<file path="src/rtl/flow_key_extractor_if.sv">
// Beat stream in, flow key out: the extractor's handshake bundle.
interface flow_key_extractor_if #(
    parameter int unsigned DATA_WIDTH = 256,
    parameter int unsigned LEN_WIDTH  = 16
);
    logic [DATA_WIDTH-1:0] s_data;
    logic                  s_valid;
    logic                  s_last;
    logic [LEN_WIDTH-1:0]  s_len;
    logic                  s_ready;

    logic [103:0]          m_key;
    logic [LEN_WIDTH-1:0]  m_len;
    logic                  m_valid;
    logic                  m_ready;

    // Environment side: sources beats, sinks keys.
    modport master (
        output s_data, s_valid, s_last, s_len, m_ready,
        input  s_ready, m_key, m_len, m_valid
    );

    // Extractor side.
    modport slave (
        input  s_data, s_valid, s_last, s_len, m_ready,
        output s_ready, m_key, m_len, m_valid
    );
endinterface

</file>
<file path="src/rtl/flow_key_extractor.sv">
// 5-tuple flow key extractor: Ethernet (+ optional 802.1Q) / IPv4 / TCP-UDP ports.
module flow_key_extractor #(
    parameter int unsigned DATA_WIDTH = 256,
    parameter int unsigned LEN_WIDTH  = 16,
    parameter int unsigned VLAN_EN    = 1,
    parameter int unsigned CNT_WIDTH  = 32
) (
    input  logic                 memclk,
    input  logic                 reset,
    flow_key_extractor_if.slave  bus,
    output logic [CNT_WIDTH-1:0] stat_ipv4,
    output logic [CNT_WIDTH-1:0] stat_nonip,
    output logic [CNT_WIDTH-1:0] stat_runt
);
    localparam int unsigned B      = DATA_WIDTH / 8;
    localparam int unsigned HB     = 42;
    localparam int unsigned HBEATS = (HB + B - 1) / B;
    localparam int unsigned CNTW   = $clog2(HBEATS + 1);

    typedef enum logic [2:0] {IDLE, HDR, BODY, PARSE, EMIT} state_t;

    state_t              state, state_next;
    logic [HB-1:0][7:0]  hdr;
    logic [CNTW-1:0]     beat_cnt;
    logic [CNTW-1:0]     wr_beat;
    logic [LEN_WIDTH-1:0] len_q;

    logic accept, hdr_done;
    logic hdr_we, len_we, cnt_inc, key_load, key_clear, runt_inc, nonip_inc;

    logic        vlan;
    logic [15:0] eth_type;
    logic [3:0]  ihl;
    logic [7:0]  proto;
    logic [31:0] src_ip, dst_ip;
    logic [15:0] src_port, dst_port;
    logic        ports_ok;
    logic        unused_bits;

    assign accept      = bus.s_valid && bus.s_ready;
    assign hdr_done    = (32'(beat_cnt) + 32'd1) >= HBEATS;
    assign unused_bits = ^{hdr, bus.s_data};

    // Field decode from the header buffer, shifted by 4 bytes when a VLAN tag is present.
    always_comb begin
        vlan     = (VLAN_EN != 0) && ({hdr[12], hdr[13]} == 16'h8100);
        eth_type = vlan ? {hdr[16], hdr[17]} : {hdr[12], hdr[13]};
        ihl      = vlan ? hdr[18][3:0] : hdr[14][3:0];
        proto    = vlan ? hdr[27] : hdr[23];
        src_ip   = vlan ? {hdr[30], hdr[31], hdr[32], hdr[33]} : {hdr[26], hdr[27], hdr[28], hdr[29]};
        dst_ip   = vlan ? {hdr[34], hdr[35], hdr[36], hdr[37]} : {hdr[30], hdr[31], hdr[32], hdr[33]};
        src_port = vlan ? {hdr[38], hdr[39]} : {hdr[34], hdr[35]};
        dst_port = vlan ? {hdr[40], hdr[41]} : {hdr[36], hdr[37]};
        ports_ok = ((proto == 8'd6) || (proto == 8'd17)) && (ihl == 4'd5);
        if (!ports_ok) begin
            src_port = 16'h0000;
            dst_port = 16'h0000;
        end
    end

    // State register.
    always_ff @(posedge memclk) begin
        if (reset) state <= IDLE;
        else       state <= state_next;
    end

    // Next-state and datapath strobes.
    always_comb begin
        state_next = state;
        hdr_we     = 1'b0;
        wr_beat    = '0;
        len_we     = 1'b0;
        cnt_inc    = 1'b0;
        key_load   = 1'b0;
        key_clear  = 1'b0;
        runt_inc   = 1'b0;
        nonip_inc  = 1'b0;
        unique case (state)
            IDLE: begin
                if (accept) begin
                    hdr_we = 1'b1;
                    len_we = 1'b1;
                    if (bus.s_last) begin
                        if (HBEATS == 1) state_next = PARSE;
                        else             runt_inc   = 1'b1;
                    end else begin
                        state_next = (HBEATS > 1) ? HDR : BODY;
                    end
                end
            end
            HDR: begin
                if (accept) begin
                    hdr_we  = 1'b1;
                    wr_beat = beat_cnt;
                    cnt_inc = 1'b1;
                    if (hdr_done) begin
                        state_next = bus.s_last ? PARSE : BODY;
                    end else if (bus.s_last) begin
                        runt_inc   = 1'b1;
                        state_next = IDLE;
                    end
                end
            end
            BODY: begin
                if (accept && bus.s_last) state_next = PARSE;
            end
            PARSE: begin
                if (eth_type == 16'h0800) begin
                    key_load   = 1'b1;
                    state_next = EMIT;
                end else begin
                    nonip_inc  = 1'b1;
                    state_next = IDLE;
                end
            end
            EMIT: begin
                if (bus.m_ready) begin
                    key_clear  = 1'b1;
                    state_next = IDLE;
                end
            end
            default: state_next = IDLE;
        endcase
    end

    // Header buffer: beat k lands on bytes [k*B, k*B+B-1], bytes past 41 dropped.
    always_ff @(posedge memclk) begin
        if (reset) begin
            hdr <= '0;
        end else if (hdr_we) begin
            for (int j = 0; j < int'(HB); j++) begin
                if (wr_beat == CNTW'(j / int'(B))) hdr[j] <= bus.s_data[8*(j % int'(B)) +: 8];
            end
        end
    end

    // Beat counter and packet length capture.
    always_ff @(posedge memclk) begin
        if (reset) begin
            beat_cnt <= '0;
            len_q    <= '0;
        end else begin
            if (len_we) begin
                beat_cnt <= CNTW'(1);
                len_q    <= bus.s_len;
            end else if (cnt_inc) begin
                beat_cnt <= beat_cnt + CNTW'(1);
            end
        end
    end

    // Key output port and input ready, both registered.
    always_ff @(posedge memclk) begin
        if (reset) begin
            bus.m_key   <= '0;
            bus.m_len   <= '0;
            bus.m_valid <= 1'b0;
            bus.s_ready <= 1'b1;
        end else begin
            if (key_load) begin
                bus.m_key   <= {src_ip, dst_ip, src_port, dst_port, proto};
                bus.m_len   <= len_q;
                bus.m_valid <= 1'b1;
            end else if (key_clear) begin
                bus.m_valid <= 1'b0;
            end
            bus.s_ready <= (state_next == IDLE) || (state_next == HDR) || (state_next == BODY);
        end
    end

    // Statistics counters, wrapping.
    always_ff @(posedge memclk) begin
        if (reset) begin
            stat_ipv4  <= '0;
            stat_nonip <= '0;
            stat_runt  <= '0;
        end else begin
            if (key_load)  stat_ipv4  <= stat_ipv4  + CNT_WIDTH'(1);
            if (nonip_inc) stat_nonip <= stat_nonip + CNT_WIDTH'(1);
            if (runt_inc)  stat_runt  <= stat_runt  + CNT_WIDTH'(1);
        end
    end
endmodule

</file>
<file path="src/flat_wrapper.sv">
// flat-port wrapper written by rule: the top's interface ports become plain ports
module flow_key_extractor_flat 
#(
    parameter int unsigned DATA_WIDTH = 256,
    parameter int unsigned LEN_WIDTH  = 16,
    parameter int unsigned VLAN_EN    = 1,
    parameter int unsigned CNT_WIDTH  = 32
)
  (memclk, reset, stat_ipv4, stat_nonip, stat_runt, bus_s_data, bus_s_valid, bus_s_last, bus_s_len, bus_m_ready, bus_s_ready, bus_m_key, bus_m_len, bus_m_valid);
  flow_key_extractor_if #(.DATA_WIDTH(DATA_WIDTH), .LEN_WIDTH(LEN_WIDTH)) bus_i ();
  input  logic memclk;
  input  logic reset;
  output logic [CNT_WIDTH-1:0] stat_ipv4;
  output logic [CNT_WIDTH-1:0] stat_nonip;
  output logic [CNT_WIDTH-1:0] stat_runt;
  input wire logic [$bits(bus_i.s_data)-1:0] bus_s_data;
  input wire logic [$bits(bus_i.s_valid)-1:0] bus_s_valid;
  input wire logic [$bits(bus_i.s_last)-1:0] bus_s_last;
  input wire logic [$bits(bus_i.s_len)-1:0] bus_s_len;
  input wire logic [$bits(bus_i.m_ready)-1:0] bus_m_ready;
  output wire logic [$bits(bus_i.s_ready)-1:0] bus_s_ready;
  output wire logic [$bits(bus_i.m_key)-1:0] bus_m_key;
  output wire logic [$bits(bus_i.m_len)-1:0] bus_m_len;
  output wire logic [$bits(bus_i.m_valid)-1:0] bus_m_valid;
  assign bus_i.s_data = bus_s_data;
  assign bus_i.s_valid = bus_s_valid;
  assign bus_i.s_last = bus_s_last;
  assign bus_i.s_len = bus_s_len;
  assign bus_i.m_ready = bus_m_ready;
  assign bus_s_ready = bus_i.s_ready;
  assign bus_m_key = bus_i.m_key;
  assign bus_m_len = bus_i.m_len;
  assign bus_m_valid = bus_i.m_valid;
  flow_key_extractor #(.DATA_WIDTH(DATA_WIDTH), .LEN_WIDTH(LEN_WIDTH), .VLAN_EN(VLAN_EN), .CNT_WIDTH(CNT_WIDTH)) u_core (.memclk(memclk), .reset(reset), .bus(bus_i), .stat_ipv4(stat_ipv4), .stat_nonip(stat_nonip), .stat_runt(stat_runt));
endmodule
</file>
<file path="config.mk">
export PLATFORM = sky130hd
export DESIGN_NAME = flow_key_extractor_flat
export DESIGN_NICKNAME = d
export VERILOG_FILES = /design/src/rtl/flow_key_extractor_if.sv /design/src/rtl/flow_key_extractor.sv /design/src/flat_wrapper.sv
export SDC_FILE = /design/constraint.sdc
export NUM_CORES = 1
export LEC_CHECK = 0
export BUFFER_PORTS_ARGS = -buffer_cell sky130_fd_sc_hd__buf_2
export CORE_AREA = 5 5 192 194
export CTS_CLUSTER_DIAMETER = 120
export DETAILED_ROUTE_END_ITERATION = 16
export DIE_AREA = 0 0 197 199
export GPL_TIMING_DRIVEN = 0
export MAX_ROUTING_LAYER = met4
export PLACE_DENSITY = 0.75
export SLEW_MARGIN = 20
export SYNTH_ARGS = -nofsm -noshare
export SYNTH_HDL_FRONTEND = slang
export SYNTH_SLANG_ARGS = --single-unit
</file>
<file path="constraint.sdc">
create_clock -name memclk -period 2.4 [get_ports memclk]
set_clock_uncertainty 0.1 [all_clocks]
set_input_delay 0.24 -clock memclk [delete_from_list [all_inputs] [get_ports memclk]]
set_output_delay 0.24 -clock memclk [all_outputs]
set_load 0.02 [all_outputs]
</file>
==> impl_metrics.py <==
metrics = {
    "final_layout": {
        "final_area_um2": 23600,
        "area_growth_pct": 40.2,
        "seq_area_um2": 8320,
        "fin_util_pct": 67.3,
        "multiInputGateArea_um2": 8180,
        "fin_cells": 3182,
        "nets": 2965,
        "fillers": 2789,
        "drive_gt1_share_pct": 23.7,
    },
    "placement": {
        "place_area_um2": 19500,
        "portBuffers": 414,
        "place_congestion": 0.918,
        "dp_cells": 2892,
        "hpwl_um": 46000,
    },
    "outcome": {
        "violations": "negative setup slack",
        "status": "complete, but fails checks",
    },
    "synth": {
        "synth-seq-cells": 415,
        "yosysTopAreaCellShare_pct": 49.4,
        "synth_area_um2": 16800,
        "synth_edf_count": 0,
        "yosys.area.top_type": "dfxtp_1",
        "synth_area_per_cell_um2": 8.34,
        "synth_nets": 2298,
        "yosysSeqAreaShare_pct": 49.4,
        "synth_cell_type_count": 51,
        "ys_async_sr_fraction_pct": 0,
        "netlist_instances": 2017,
        "synth_top_flop_cell": "dfxtp_1",
        "synth.area.top_cells": "dfxtp_1 49%, nand2_1 10%, a21oi_1 8.3%, mux2i_1 4.3%, a211oi_1 3.3%",
        "yosys_warnings": 0,
    },
    "drt": {
        "highest_layer": "met4",
        "wl_met3_um": 5800,
        "wl_met2_um": 31600,
        "vias_per_cell": 5.78,
        "wl_per_cell_um": 20.7,
        "drc": 0,
        "wl_met1_um": 24400,
        "drtIter0Drc": 1395,
        "ant_nets": 0,
        "vias": 18400,
        "wl_um": 65800,
        "dr.pass1.iters": 8,
    },
    "floorplan": {
        "die_x_um": 197,
        "die_h_um": 199,
        "fp-row-count": 69,
        "coreArea_um2": 35100,
        "start_util_pct": 48.0,
        "pin_count": 495,
        "die-area_um2": 39200,
    },
    "setup_path": {
        "path_cells": "or3b_4, a21o_4, a2111oi_4, buf_4, or4b_4, a21oi_2",
        "worstPathArrival_ns": 2.77,
        "ff2ff_setup_slack_ns": -0.005,
        "cp.required_ns": 2.77,
        "cp_slowest_cell": "or4b_4",
        "cp_slowest_stage_delay_ns": 0.47,
        "rr_endpoint": "u_core.stat_ipv4[23]",
        "crit_type": "flip-flop to flip-flop",
        "start_kind": "flip-flop",
        "end_kind": "flip-flop",
        "r2r_start": "u_core.hdr[103]",
        "crit_fanout": 5,
        "crit_path_start": "u_core.hdr[103]",
        "r2r_cells": 6,
        "crit_end": "u_core.stat_ipv4[23]",
    },
    "timing": {
        "timing.fmax_mhz": 416,
        "rsz0062_at_grt": "true",
        "fin_hold_ws_ns": 0.0296,
        "worst_slack_ns": -0.00514,
        "tightestPinTransition_ns": 1.02,
        "setup_viol": 2,
        "fin_crit_sh_pct": 100,
        "timing.setup.tns_ns": -0.00848,
        "slew_violations": 0,
        "relSlewSlack_pct": 32.3,
        "finalHoldViolCount": 0,
        "period_needed_ns": 2.41,
    },
    "cts": {
        "cts_buffers": 45,
        "clock_sink_count": 415,
        "tritoncts": "built",
        "clkLatencyLatePin_ns": 0.55,
        "cts.clk_slew.worst_paths_ns": 0.06,
        "cts_htree_levels": 2,
        "clock_path_buffers": 3,
        "cts_root_buffer": "clkbuf_16",
    },
    "pwr": {
        "power_density_nw_per_um2": 656,
        "swShare_pct": 23.4,
        "leakage_nw": 9.83,
        "ir_drop_mv": 0.640,
        "internal-power_mw": 11.9,
        "seqPwrFrac_pct": 46.3,
        "p_clk_share_pct": 46.0,
        "comb_power_share_pct": 7.6,
        "switchingPower_mw": 3.62,
    },
    "run": {
        "drv_cap": 0,
    },
    "global_routing": {
        "antenna_found_initial": 2,
        "grt.overflow.total": 0,
        "grt_pass1_vias": 18200,
        "grt_usage_pct": 32.7,
        "grt_max_degree": 14,
        "grt_pass1_wl_um": 99200,
    },
    "worst_hold_path": {
        "hold_class": "input port to flip-flop",
    },
}
[layout by cell type (no fill, tap or decap), types with 32 or more instances in the layout]
cell type      count
nand4_1           32
or4_1             35
dlygate4sd3_1    193
dfxtp_1          409
nand2_1          458
nor2_1           144
buf_2            429
a211oi_1          71
nor3_1            37
clkbuf_16         45
a21oi_1          275
nand3_1           37
mux2i_1           73
clkbuf_1          88
o31ai_1           35
[kinds of logic after synthesis]
| logic type | share of synthesized area (%) |
|---|---|
| and+or+nand+nor | 23.8 |
| AOI/OAI and AO/OA | 16.5 |
| DFF | 49.4 |
| buffers and inverters | 3.90 |
| muxes | 4.74 |
| xor gates and xnor gates | 1.35 |
| adders and majority gates | 0.297 |
[per-stage QoR]
step | power (mW) | worst slack, ns
after detailed placement | 8.15 | -0.619
after global routing | 15.9 | -0.113
after global placement | 8.12 | -0.543
after CTS | 15.4 | -0.00779
after floorplan | 7.73 | 0.202
final | 15.5 | -0.00514
[power groups by stage]
stage / combinational [mW] / clock, mW / sequential, mW
6_report: 1.18 / 7.12 / 7.17
5_1_grt: 1.27 / 7.47 / 7.18
4_1_cts: 1.12 / 7.16 / 7.16
3_5_place_dp: 0.844 / 0 / 7.30
3_3_place_gp: 0.826 / 0 / 7.30
2_1_floorplan: 0.465 / 0 / 7.26
[sequential cells by signal (all words and copies together), names as in the netlist]
name,count
u_core.beat_cnt,2
u_core.bus.m_key,104
u_core.bus.m_len,16
u_core.bus.m_valid,1
u_core.bus.s_ready,1
u_core.hdr,176
u_core.len_q,16
u_core.stat_ipv4,32
u_core.stat_nonip,32
u_core.stat_runt,32
u_core.state,3
[worst max-delay path, delay by kind of cell, from the launching register on]
| kind | cells | cell delay (ns) |
|---|---|---|
| and+or+nand+nor | 2 | 0.92 |
| buffers and inverters | 1 | 0.19 |
| AOI/OAI and AO/OA | 3 | 0.76 |
| DFF | 1 | 0.38 |
[repair_timing]
item,in CTS,in global routing
buffers inserted,11,9
hold buffers,193,0
hold endpoints to repair,194,0
endpoints found under the setup margin,341,320
pin swaps,9,12
gates cloned,0,1
gates resized for setup,74,107
[cell type report]
type                            instances  area share (%)
Clock buffer                           62            5.43
Sequential cell                       415            35.3
Clock inverter                         18           0.976
Tap cell                              461            2.45
Inverter                                8           0.127
Antenna cell                            4          0.0424
Timing Repair Buffer                  628            17.8
Multi-Input combinational cell       1436            34.7
Buffer                                150            3.27
[cell usage after synthesis (2+ instances only)]
library cell	number
xor2_1	22
a221oi_1	33
nor2_1	146
o31ai_1	35
a211oi_1	73
nand3_1	39
nand3b_1	3
nand4_1	32
and4_1	15
or4_1	35
nor4_2	5
nand2_1	458
a21oi_1	279
o41ai_1	3
o21ai_0	30
ha_1	4
nand2b_1	4
or3_1	25
nor2b_1	6
o211ai_1	4
and3_1	14
or4b_2	2
dfxtp_1	415
xnor2_1	4
nor4_1	10
nor4b_2	2
clkbuf_1	126
nor4bb_1	7
inv_1	8
mux2_2	6
nor3_1	40
mux2i_1	73
buf_1	5
buf_2	27
nand4b_1	3
and2_1	9
[worst min-delay path by stage]
stage                     slack, ns                   end                 start  depth (start not counted)
after floorplan                0.28       u_core.hdr[112]       bus_s_data[112]                          2
after global placement         0.34  u_core.bus.m_len[15]  u_core.bus.m_len[15]                          2
after detailed placement       0.34       u_core.hdr[131]       u_core.hdr[131]                          2
after CTS                     0.007  u_core.stat_ipv4[26]                 reset                          3
after global routing           0.05  u_core.stat_ipv4[25]                 reset                          3
final                          0.03  u_core.stat_ipv4[26]                 reset                          3
[metal layers]
layer  track usage, %  up-vias
li1                 -     8450
met1             38.1     8660
met2             54.4     1027
met3             5.62      259
met4             16.5        0
met5                -        -
No activity file was read; power rests on OpenSTA's default activity.
